<file path="src/rtl/hazard_ctrl_pkg.sv">
// Shared pipeline definitions: forward-select encodings, hazard FSM states
// and the register-match helper used by the forwarding comparators.
package hazard_ctrl_pkg;

    typedef enum logic [1:0] {
        IDLE     = 2'd0,
        MDU_WAIT = 2'd1,
        MEM_WAIT = 2'd2
    } hcState_t;

    typedef logic [1:0] fwdSel_t;

    localparam fwdSel_t FWD_REGFILE = 2'b00;
    localparam fwdSel_t FWD_WB      = 2'b01;
    localparam fwdSel_t FWD_MEM     = 2'b10;

    // A producer matches a consumer only if it writes, the indices agree, and
    // the index is not the hardwired zero register.
    function automatic logic srcHit(input logic idxEq, input logic regWrite,
                                    input logic idxZero, input logic x0Hw);
        return regWrite && idxEq && !(x0Hw && idxZero);
    endfunction

endpackage

</file>
<file path="src/rtl/hazard_ctrl_fwd_sel.sv">
// Forwarding-source selector for one E-stage source operand; M beats W.
module fwd_sel #(
    parameter int REG_AW       = 5,
    parameter int X0_HARDWIRED = 1
) (
    input  logic [REG_AW-1:0] rsE,
    input  logic [REG_AW-1:0] rdM,
    input  logic [REG_AW-1:0] rdW,
    input  logic              regWriteM,
    input  logic              regWriteW,
    output logic [1:0]        fwdSel
);
    import hazard_ctrl_pkg::*;

    logic srcZero;
    logic hitM;
    logic hitW;

    assign srcZero = (rsE == '0);
    assign hitM    = srcHit(rsE == rdM, regWriteM, srcZero, X0_HARDWIRED != 0);
    assign hitW    = srcHit(rsE == rdW, regWriteW, srcZero, X0_HARDWIRED != 0);

    always_comb begin
        fwdSel = FWD_REGFILE;
        if (hitM) begin
            fwdSel = FWD_MEM;
        end else if (hitW) begin
            fwdSel = FWD_WB;
        end
    end

endmodule

</file>
<file path="src/rtl/hazard_ctrl.sv">
// Pipeline hazard controller: operand forwarding, load-use and branch hazards,
// multi-cycle MDU sequencing, data-memory wait stalls and a stall counter.
module hazard_ctrl #(
    parameter int REG_AW       = 5,
    parameter int X0_HARDWIRED = 1,
    parameter int CNT_W        = 32
) (
    input  logic              clk,
    input  logic              reset,
    input  logic [REG_AW-1:0] Rs1D,
    input  logic [REG_AW-1:0] Rs2D,
    input  logic [REG_AW-1:0] Rs1E,
    input  logic [REG_AW-1:0] Rs2E,
    input  logic [REG_AW-1:0] RdE,
    input  logic [REG_AW-1:0] RdM,
    input  logic [REG_AW-1:0] RdW,
    input  logic              RegWriteM,
    input  logic              RegWriteW,
    input  logic              ResultSrcE_0,
    input  logic              PCSrcE,
    input  logic              MduOpE,
    input  logic              MduDone,
    input  logic              MemReqM,
    input  logic              MemReady,
    input  logic              PerfClr,
    output logic              StallF,
    output logic              StallD,
    output logic              StallE,
    output logic              StallM,
    output logic              FlushD,
    output logic              FlushE,
    output logic              FlushM,
    output logic              FlushW,
    output logic [1:0]        ForwardAE,
    output logic [1:0]        ForwardBE,
    output logic              MduGo,
    output logic              MduBusy,
    output logic [CNT_W-1:0]  StallCnt
);
    import hazard_ctrl_pkg::*;

    localparam logic [CNT_W-1:0] CntOne = {{(CNT_W-1){1'b0}}, 1'b1};

    hcState_t          stateReg, stateNext;
    logic              doneLatchedReg, doneLatchedNext;
    logic [CNT_W-1:0]  stallCntReg;

    logic [REG_AW-1:0] rsE [2];
    logic [1:0]        fwd [2];

    logic memWait;
    logic lwStall;
    logic rdEZero;
    logic mduFinished;

    assign rsE[0] = Rs1E;
    assign rsE[1] = Rs2E;

    genvar gi;
    generate
        for (gi = 0; gi < 2; gi++) begin : gFwd
            fwd_sel #(
                .REG_AW       (REG_AW),
                .X0_HARDWIRED (X0_HARDWIRED)
            ) uFwdSel (
                .rsE       (rsE[gi]),
                .rdM       (RdM),
                .rdW       (RdW),
                .regWriteM (RegWriteM),
                .regWriteW (RegWriteW),
                .fwdSel    (fwd[gi])
            );
        end
    endgenerate

    assign ForwardAE = fwd[0];
    assign ForwardBE = fwd[1];

    assign memWait     = MemReqM && !MemReady;
    assign rdEZero     = (X0_HARDWIRED != 0) && (RdE == '0);
    assign lwStall     = ResultSrcE_0 && !rdEZero && ((RdE == Rs1D) || (RdE == Rs2D));
    assign mduFinished = MduDone || doneLatchedReg;

    always_ff @(posedge clk or posedge reset) begin
        if (reset) begin
            stateReg       <= IDLE;
            doneLatchedReg <= 1'b0;
        end else begin
            stateReg       <= stateNext;
            doneLatchedReg <= doneLatchedNext;
        end
    end

    always_comb begin
        stateNext       = stateReg;
        doneLatchedNext = doneLatchedReg;
        StallF = 1'b0;
        StallD = 1'b0;
        StallE = 1'b0;
        StallM = 1'b0;
        FlushD = 1'b0;
        FlushE = 1'b0;
        FlushM = 1'b0;
        FlushW = 1'b0;
        MduGo  = 1'b0;

        if (memWait) begin
            // Memory wait freezes F..M and bubbles W; an MDU in flight keeps
            // its state and remembers a completion that lands meanwhile.
            StallF = 1'b1;
            StallD = 1'b1;
            StallE = 1'b1;
            StallM = 1'b1;
            FlushW = 1'b1;
            if (stateReg == MDU_WAIT) begin
                doneLatchedNext = doneLatchedReg || MduDone;
            end else begin
                stateNext = MEM_WAIT;
            end
        end else begin
            case (stateReg)
                MDU_WAIT: begin
                    if (mduFinished) begin
                        stateNext       = IDLE;
                        doneLatchedNext = 1'b0;
                    end else begin
                        StallF = 1'b1;
                        StallD = 1'b1;
                        StallE = 1'b1;
                        FlushM = 1'b1;
                    end
                end
                default: begin
                    // IDLE, and MEM_WAIT once the memory has answered.
                    stateNext = IDLE;
                    if (MduOpE) begin
                        MduGo     = 1'b1;
                        StallF    = 1'b1;
                        StallD    = 1'b1;
                        StallE    = 1'b1;
                        FlushM    = 1'b1;
                        stateNext = MDU_WAIT;
                    end else if (PCSrcE) begin
                        FlushD = 1'b1;
                        FlushE = 1'b1;
                    end else if (lwStall) begin
                        StallF = 1'b1;
                        StallD = 1'b1;
                        FlushE = 1'b1;
                    end
                end
            endcase
        end

        if (reset) begin
            StallF = 1'b0;
            StallD = 1'b0;
            StallE = 1'b0;
            StallM = 1'b0;
            FlushD = 1'b0;
            FlushE = 1'b0;
            FlushM = 1'b0;
            FlushW = 1'b0;
            MduGo  = 1'b0;
        end
    end

    assign MduBusy = (stateReg == MDU_WAIT);

    always_ff @(posedge clk or posedge reset) begin
        if (reset) begin
            stallCntReg <= '0;
        end else if (PerfClr) begin
            stallCntReg <= '0;
        end else if (StallF && (stallCntReg != '1)) begin
            stallCntReg <= stallCntReg + CntOne;
        end
    end

    assign StallCnt = stallCntReg;

endmodule
</file>
<file path="config.mk">
export PLATFORM = sky130hd
export DESIGN_NAME = hazard_ctrl
export DESIGN_NICKNAME = d
export VERILOG_FILES = /design/src/rtl/hazard_ctrl_pkg.sv /design/src/rtl/hazard_ctrl_fwd_sel.sv /design/src/rtl/hazard_ctrl.sv
export SDC_FILE = /design/constraint.sdc
export NUM_CORES = 1
export LEC_CHECK = 0
export BUFFER_PORTS_ARGS = -buffer_cell sky130_fd_sc_hd__buf_2
export CAP_MARGIN = 25
export CORE_UTILIZATION = 45
export CTS_CLUSTER_SIZE = 25
export DETAILED_ROUTE_END_ITERATION = 16
export PLACE_DENSITY_LB_ADDON = 0.25
export REMOVE_ABC_BUFFERS = 1
export SLEW_MARGIN = 20
export SYNTH_ARGS = -nofsm -noshare
export SYNTH_HDL_FRONTEND = slang
export SYNTH_HIERARCHICAL = 1
export SYNTH_SLANG_ARGS = --single-unit
</file>
<file path="constraint.sdc">
create_clock -name clk -period 2.39 [get_ports clk]
set_input_delay 0.239 -clock clk [delete_from_list [all_inputs] [get_ports clk]]
set_output_delay 0.239 -clock clk [all_outputs]
set_load 0.01 [all_outputs]
</file>
==> impl_metrics.tcl, run 1 <==
set metrics [dict create \
    clk_pin_slew_ps 70 \
    multi_input_area_mm2 0.00159 \
    clk_latency_ps 290 \
    root_buffer "clkbuf_8" \
    dieArea_mm2 0.00605 \
    worstPathRequired_ps 2560 \
    wl_per_cell_um 13.7 \
    viasPerCell 5.52 \
    cp_num_buf_inv 1 \
    grt_pass1_wl_um 10500 \
    timing.hold.ws_ps 224 \
    design.core.area_mm2 0.00551 \
    arrival_ps 2440 \
    ant_nets 0 \
    vias 2572 \
    gr-total-overflow 0 \
    wl_um 6370 \
    cts.sinks 35 \
    max_freq_mhz 441 \
    p_clk_share_pct 32.5 \
    critPathMaxFanout 13 \
    worstMarginPinSlew_ps 444 \
    async_reset_ff_share_pct 100 \
    cts.htree.levels 2 \
    p_sw_uw 386 \
    final_nets 441 \
    antenna_found_initial 0 \
    slowest_stage "or4_4" \
    worst_setup_path_end_kind "flop" \
    powerDensity_mw_per_mm2 402 \
    seq_area_frac_synth_pct 33.9 \
    clk_path_buf_depth 2 \
    syn_avg_cell_area_um2 8.95 \
    cp_slowest_stage_delay_ps 570 \
    crit_type "flop to flop" \
    die_w_um 77.8 \
    power.share.switching_pct 28.6 \
    fin_util_pct 61.0 \
    syn_inst 289 \
    ios 92 \
    outcome "finished clean" \
    min_period_ps 2270 \
    hold_viol 0 \
    cts_tree "done" \
    grt_pass1_vias 2343 \
    pwr-share-comb_pct 21.5 \
    fin_skew_ps 7.98 \
    synth_cell_type_count 48 \
    path_cells "and4_4 -> nand3_1 -> or4_4 -> nor3_4 -> buf_12 -> or4b_1 -> mux2_2" \
    ys_warn_count 6 \
    synth_edf_count 0 \
    globalplace.congestion 0.805 \
    io_buffers 91 \
    peakVddDrop_v 0.000219 \
    drtIter0Drc 145 \
    start_util_pct 47.0 \
    fillers 510 \
    dp_hpwl_um 4760 \
    seq_area_um2 876 \
    cts_buffers 5 \
    finalCritPeriodShare_pct 95.0 \
    syn_area_mm2 0.00259 \
    drive_gt1_share_pct 37.1 \
    maxCapViolations 0 \
    ys_ff_latch 35 \
    diodes 0 \
    slew_headroom_pct 70.3 \
    power.internal_uw 963 \
    syn_to_final_growth_pct 29.9 \
    drc_errors 0 \
    power_leakage_uw 0.00159 \
    drv_slew 0 \
    rsz0062_at_grt "false" \
    cpLargestDelayFamily "simple AND/OR/NAND/NOR gates" \
    finalSetupViolCount 0 \
    die_h_um 77.8 \
    core.rowCount 27 \
    dr.pass1.iters 4 \
    grt_usage_pct 21.9 \
    grt_max_degree 41 \
    seqPwrFrac_pct 46.0 \
    ys.flop_type "dfrtp_1" \
    cp-start-kind "flop" \
    hold_class "input pin to flop" \
]
-- power groups by stage --
stage / logic, uW / clock network, uW / registers, uW
after global placement: 278 / 0 / 630
after CTS: 285 / 447 / 619
after floorplan: 144 / 0 / 629
after global routing: 321 / 479 / 622
after detailed placement: 284 / 0 / 629
final: 290 / 439 / 620
-- layer usage --
metal  share of wire [%]  wire (um)  GRT usage (%)  vias up
li1                    -          -              -     1276
met2                  49       3110           37.5       90
met5                   0          0              0        -
met3                 5.1        322           3.76        8
met4                 1.5         98           8.49        0
met1                  45       2840           27.2     1198
-- stage by stage --
step                TNS, ps  total power (uW)  setup WS, ps  cells  cell area, um2
floorplan             -8490               773          -740    270            2460
global placement          0               907          83.0    455            3200
detailed placement        0               913          7.85    455            3200
CTS                       0              1350          2.30    464            3330
global route              0              1420          20.0    466            3360
finish                    0              1350           120    466            3360
-- worst min-delay path, stage by stage --
cell     delay, ps
buf_2          110
nand2_1         70
nand2_1         60
-- sequential cells by signal, indices dropped and copies added, names as in the netlist --
name            flops
StallCnt           32
doneLatchedReg      1
stateReg            2
-- cell usage after synthesis, types with 2 or more instances --
library cell | n | area, um2
or4_1 | 21 | 158
buf_2 | 4 | 20.0
a21oi_1 | 21 | 105
nor4_2 | 2 | 25.0
o31ai_1 | 17 | 128
nand2b_1 | 2 | 12.5
nor2_1 | 27 | 101
dfrtp_1 | 35 | 876
mux2_2 | 7 | 78.8
nor3_1 | 4 | 20.0
and3b_1 | 2 | 17.5
nor4_1 | 6 | 37.5
nand2_1 | 15 | 56.3
and4_1 | 2 | 17.5
and2_1 | 7 | 43.8
clkbuf_1 | 7 | 26.3
xnor2_1 | 12 | 105
and3_1 | 2 | 12.5
o21ai_0 | 2 | 10.0
nand4_1 | 6 | 37.5
o21ai_1 | 2 | 10.0
and4_4 | 2 | 22.5
or3_1 | 3 | 18.8
nor2b_1 | 13 | 81.3
nand3_1 | 16 | 80.1
xor2_1 | 18 | 158
mux2_4 | 4 | 60.1
buf_4 | 5 | 37.5
inv_1 | 4 | 15.0
a2111oi_0 | 2 | 17.5
buf_6 | 2 | 22.5
-- placed cells by master (no fill, tap or decap), types with 12 or more instances in the layout --
master   instances
nor2b_1         12
nand2_1         15
a21oi_1         21
xor2_1          18
or4_1           21
o31ai_1         17
buf_4           22
dfrtp_1         35
nor2_1          27
xnor2_1         12
buf_2           91
nand3_1         16
-- cells by family after synthesis --
logic type	count (synthesis)	share of synthesized area (%)
AND/OR/NAND/NOR	137	31.7
multiplexers	13	6.19
AO/OA/AOI/OAI	50	12.3
buffers and inverters	23	5.27
adder cells (fa/ha/maj)	1	0.484
XOR/XNOR	30	10.2
flip-flops	35	33.9
-- layout make-up --
| cell class | count | area share (%) |
|---|---|---|
| Timing Repair Buffer | 117 | 20.9 |
| Inverter | 4 | 0.447 |
| Tap cell | 72 | 2.68 |
| Clock inverter | 1 | 0.149 |
| Multi-Input combinational cell | 231 | 47.3 |
| Sequential cell | 35 | 26.1 |
| Clock buffer | 6 | 2.46 |
-- timing repair --
item,CTS,global route
hold buffers,1,0
pin swaps,0,1
setup endpoints to repair,2,11
endpoints found under the hold margin,8,0
setup buffers,0,2
gates resized for setup,0,4
cloned,1,0
-- final timing paths --
check	from	endpoint	slack, ps	cells after the start
max in group asynchronous	reset	StallCnt[12]	1200	4
min in group asynchronous	reset	StallCnt[28]	510	3
setup reg to reg	StallCnt[21]	StallCnt[5]	120	7
hold / removal	MduOpE	stateReg[0]	220	3
hold reg to reg	doneLatchedReg	doneLatchedReg	550	2
setup / recovery	StallCnt[21]	StallCnt[5]	120	7
Note: power is estimated with default switching activity, not from simulation.
==> inputs of run 2 (changes only) <==
- MAX_ROUTING_LAYER: unset -> met4
==> impl_metrics.tcl, run 2 (synthesis gave the netlist of run 1 again) <==
set metrics [dict create \
    outcome "finished clean" \
    cp_slowest_stage_delay_ps 570 \
    grt_max_degree 41 \
    start_util_pct 47.0 \
    whs_endpoint "stateReg[0]" \
    ios 92 \
    power_leakage_uw 0.00159 \
    cts_tree "done" \
    die_h_um 77.8 \
    crit_type "flop to flop" \
    power_uw 1350 \
    powerDensity_mw_per_mm2 402 \
    fin_skew_ps 7.96 \
    reg2regPathDepth 7 \
    cts_buffers 5 \
    worst_setup_path_end_kind "flop" \
    hold_viol 0 \
    clk_path_buf_depth 2 \
    pwr-share-comb_pct 21.5 \
    io_buffers 91 \
    clk_pin_slew_ps 70 \
    rsz0062_at_grt "false" \
    peakVddDrop_v 0.000219 \
    final_common_cell "buf_2" \
    core.rowCount 27 \
    r2r-start "StallCnt[21]" \
    vias 2579 \
    final_nets 441 \
    power.share.switching_pct 28.7 \
    dp_cells 455 \
    grt_pass1_wl_um 10500 \
    cts.htree.levels 2 \
    slowest_stage "or4_4" \
    min_from "MduOpE" \
    seqPwrFrac_pct 45.9 \
    r2r_setup_slack_ps 120 \
    finalSetupViolCount 0 \
    power.internal_uw 963 \
    min_period_ps 2270 \
    dr.pass1.iters 4 \
    cts.sinks 35 \
    hold_class "input pin to flop" \
    globalplace.congestion 0.817 \
    r2r_end "StallCnt[5]" \
    wl_per_cell_um 13.7 \
    wl_met1_um 2860 \
    worstPathRequired_ps 2560 \
    cp-start-kind "flop" \
    grt_pass1_vias 2339 \
    dr_wl_met3_um 299 \
    gr-total-overflow 0 \
    root_buffer "clkbuf_8" \
    worstMarginPinSlew_ps 424 \
    design.core.area_mm2 0.00551 \
    antenna_found_initial 0 \
    grt_usage_pct 22.5 \
    path_cells "and4_4 -> nand3_1 -> or4_4 -> nor3_4 -> buf_12 -> or4b_1 -> mux2_2" \
    die_w_um 77.8 \
    fin_cells 466 \
    dr_wl_met2_um 3120 \
    finalCritPeriodShare_pct 95.2 \
    critPathMaxFanout 13 \
    arrival_ps 2450 \
    dieArea_mm2 0.00605 \
    maxCapViolations 0 \
    clk_latency_ps 290 \
    drtIter0Drc 147 \
    top_layer "met4" \
    max_freq_mhz 440 \
    viasPerCell 5.53 \
    final_cell_mix "buf_2 (91), dfrtp_1 (35), nor2_1 (27), buf_4 (22)" \
    slew_headroom_pct 71.6 \
    dp_hpwl_um 4760 \
    diodes 0 \
    drc_errors 0 \
    whs_path_depth 3 \
    p_sw_uw 387 \
    cp-startpoint "StallCnt[21]" \
    wl_um 6370 \
    drv_slew 0 \
    syn_to_final_growth_pct 29.9 \
    fillers 510 \
    p_clk_share_pct 32.5 \
    largest_reg_flops 32 \
    ant_nets 0 \
    drive_gt1_share_pct 37.1 \
]
run 2: routing by layer:
layer	vias to the layer above	global-route usage, %
met5	-	-
met4	0	8.49
met1	1202	27.6
met2	93	37.5
li1	1276	-
met3	8	3.29
run 2: layout make-up:
| cell class | count | area (um2) | area share, % |
|---|---|---|---|
| clock buffer | 6 | 82.6 | 2.46 |
| clock inverter | 1 | 5.00 | 0.149 |
| multi-input combinational | 231 | 1590 | 47.3 |
| inverter | 4 | 15.0 | 0.447 |
| tap | 72 | 90.1 | 2.68 |
| sequential | 35 | 876 | 26.1 |
| timing repair buffer | 117 | 703 | 20.9 |
run 2: how the worst max path moves through the flow:
stage	endpoint	slack [ps]	depth (start not counted)
after floorplan	StallCnt[2]	-740	7
after global routing	StallCnt[16]	20	7
after global placement	StallCnt[5]	80	7
after CTS	StallCnt[5]	2	7
after detailed placement	StallCnt[5]	8	7
final	StallCnt[5]	120	7
run 2: power by group through the flow:
stage	clock network (uW)	logic (uW)	registers, uW
final	439	291	620
after global routing	479	321	622
after CTS	447	285	619
after detailed placement	0	284	629
after global placement	0	278	630
after floorplan	0	144	629
run 2: timing repair:
| item | 4_1_cts | 5_1_grt |
|---|---|---|
| pin swaps | 0 | 1 |
| hold endpoints to repair | 8 | 0 |
| resized for setup | 0 | 4 |
| gates cloned | 1 | 0 |
| setup endpoints to repair | 2 | 11 |
| hold buffers | 1 | 0 |
| setup buffers | 0 | 2 |
run 2: worst max-delay path: cells and delay by family, from the launching register on:
kind | cells | cell delay (ps)
buffers and inverters | 1 | 170
AND/OR/NAND/NOR | 5 | 1270
multiplexers | 1 | 330
flip-flops | 1 | 380
run 2: through the flow:
stage          TNS [ps]  hold WS [ps]  worst slack, ps  utilization, %  instance area, um2
2_1_floorplan     -8490           295             -740               -                2460
3_3_place_gp          0           276             83.0            58.1                3200
3_5_place_dp          0           287             7.85            58.1                3200
5_1_grt               0           236             20.0            61.0                3360
4_1_cts               0           207             2.30            60.5                3330
6_report              0           223              115            61.0                3360
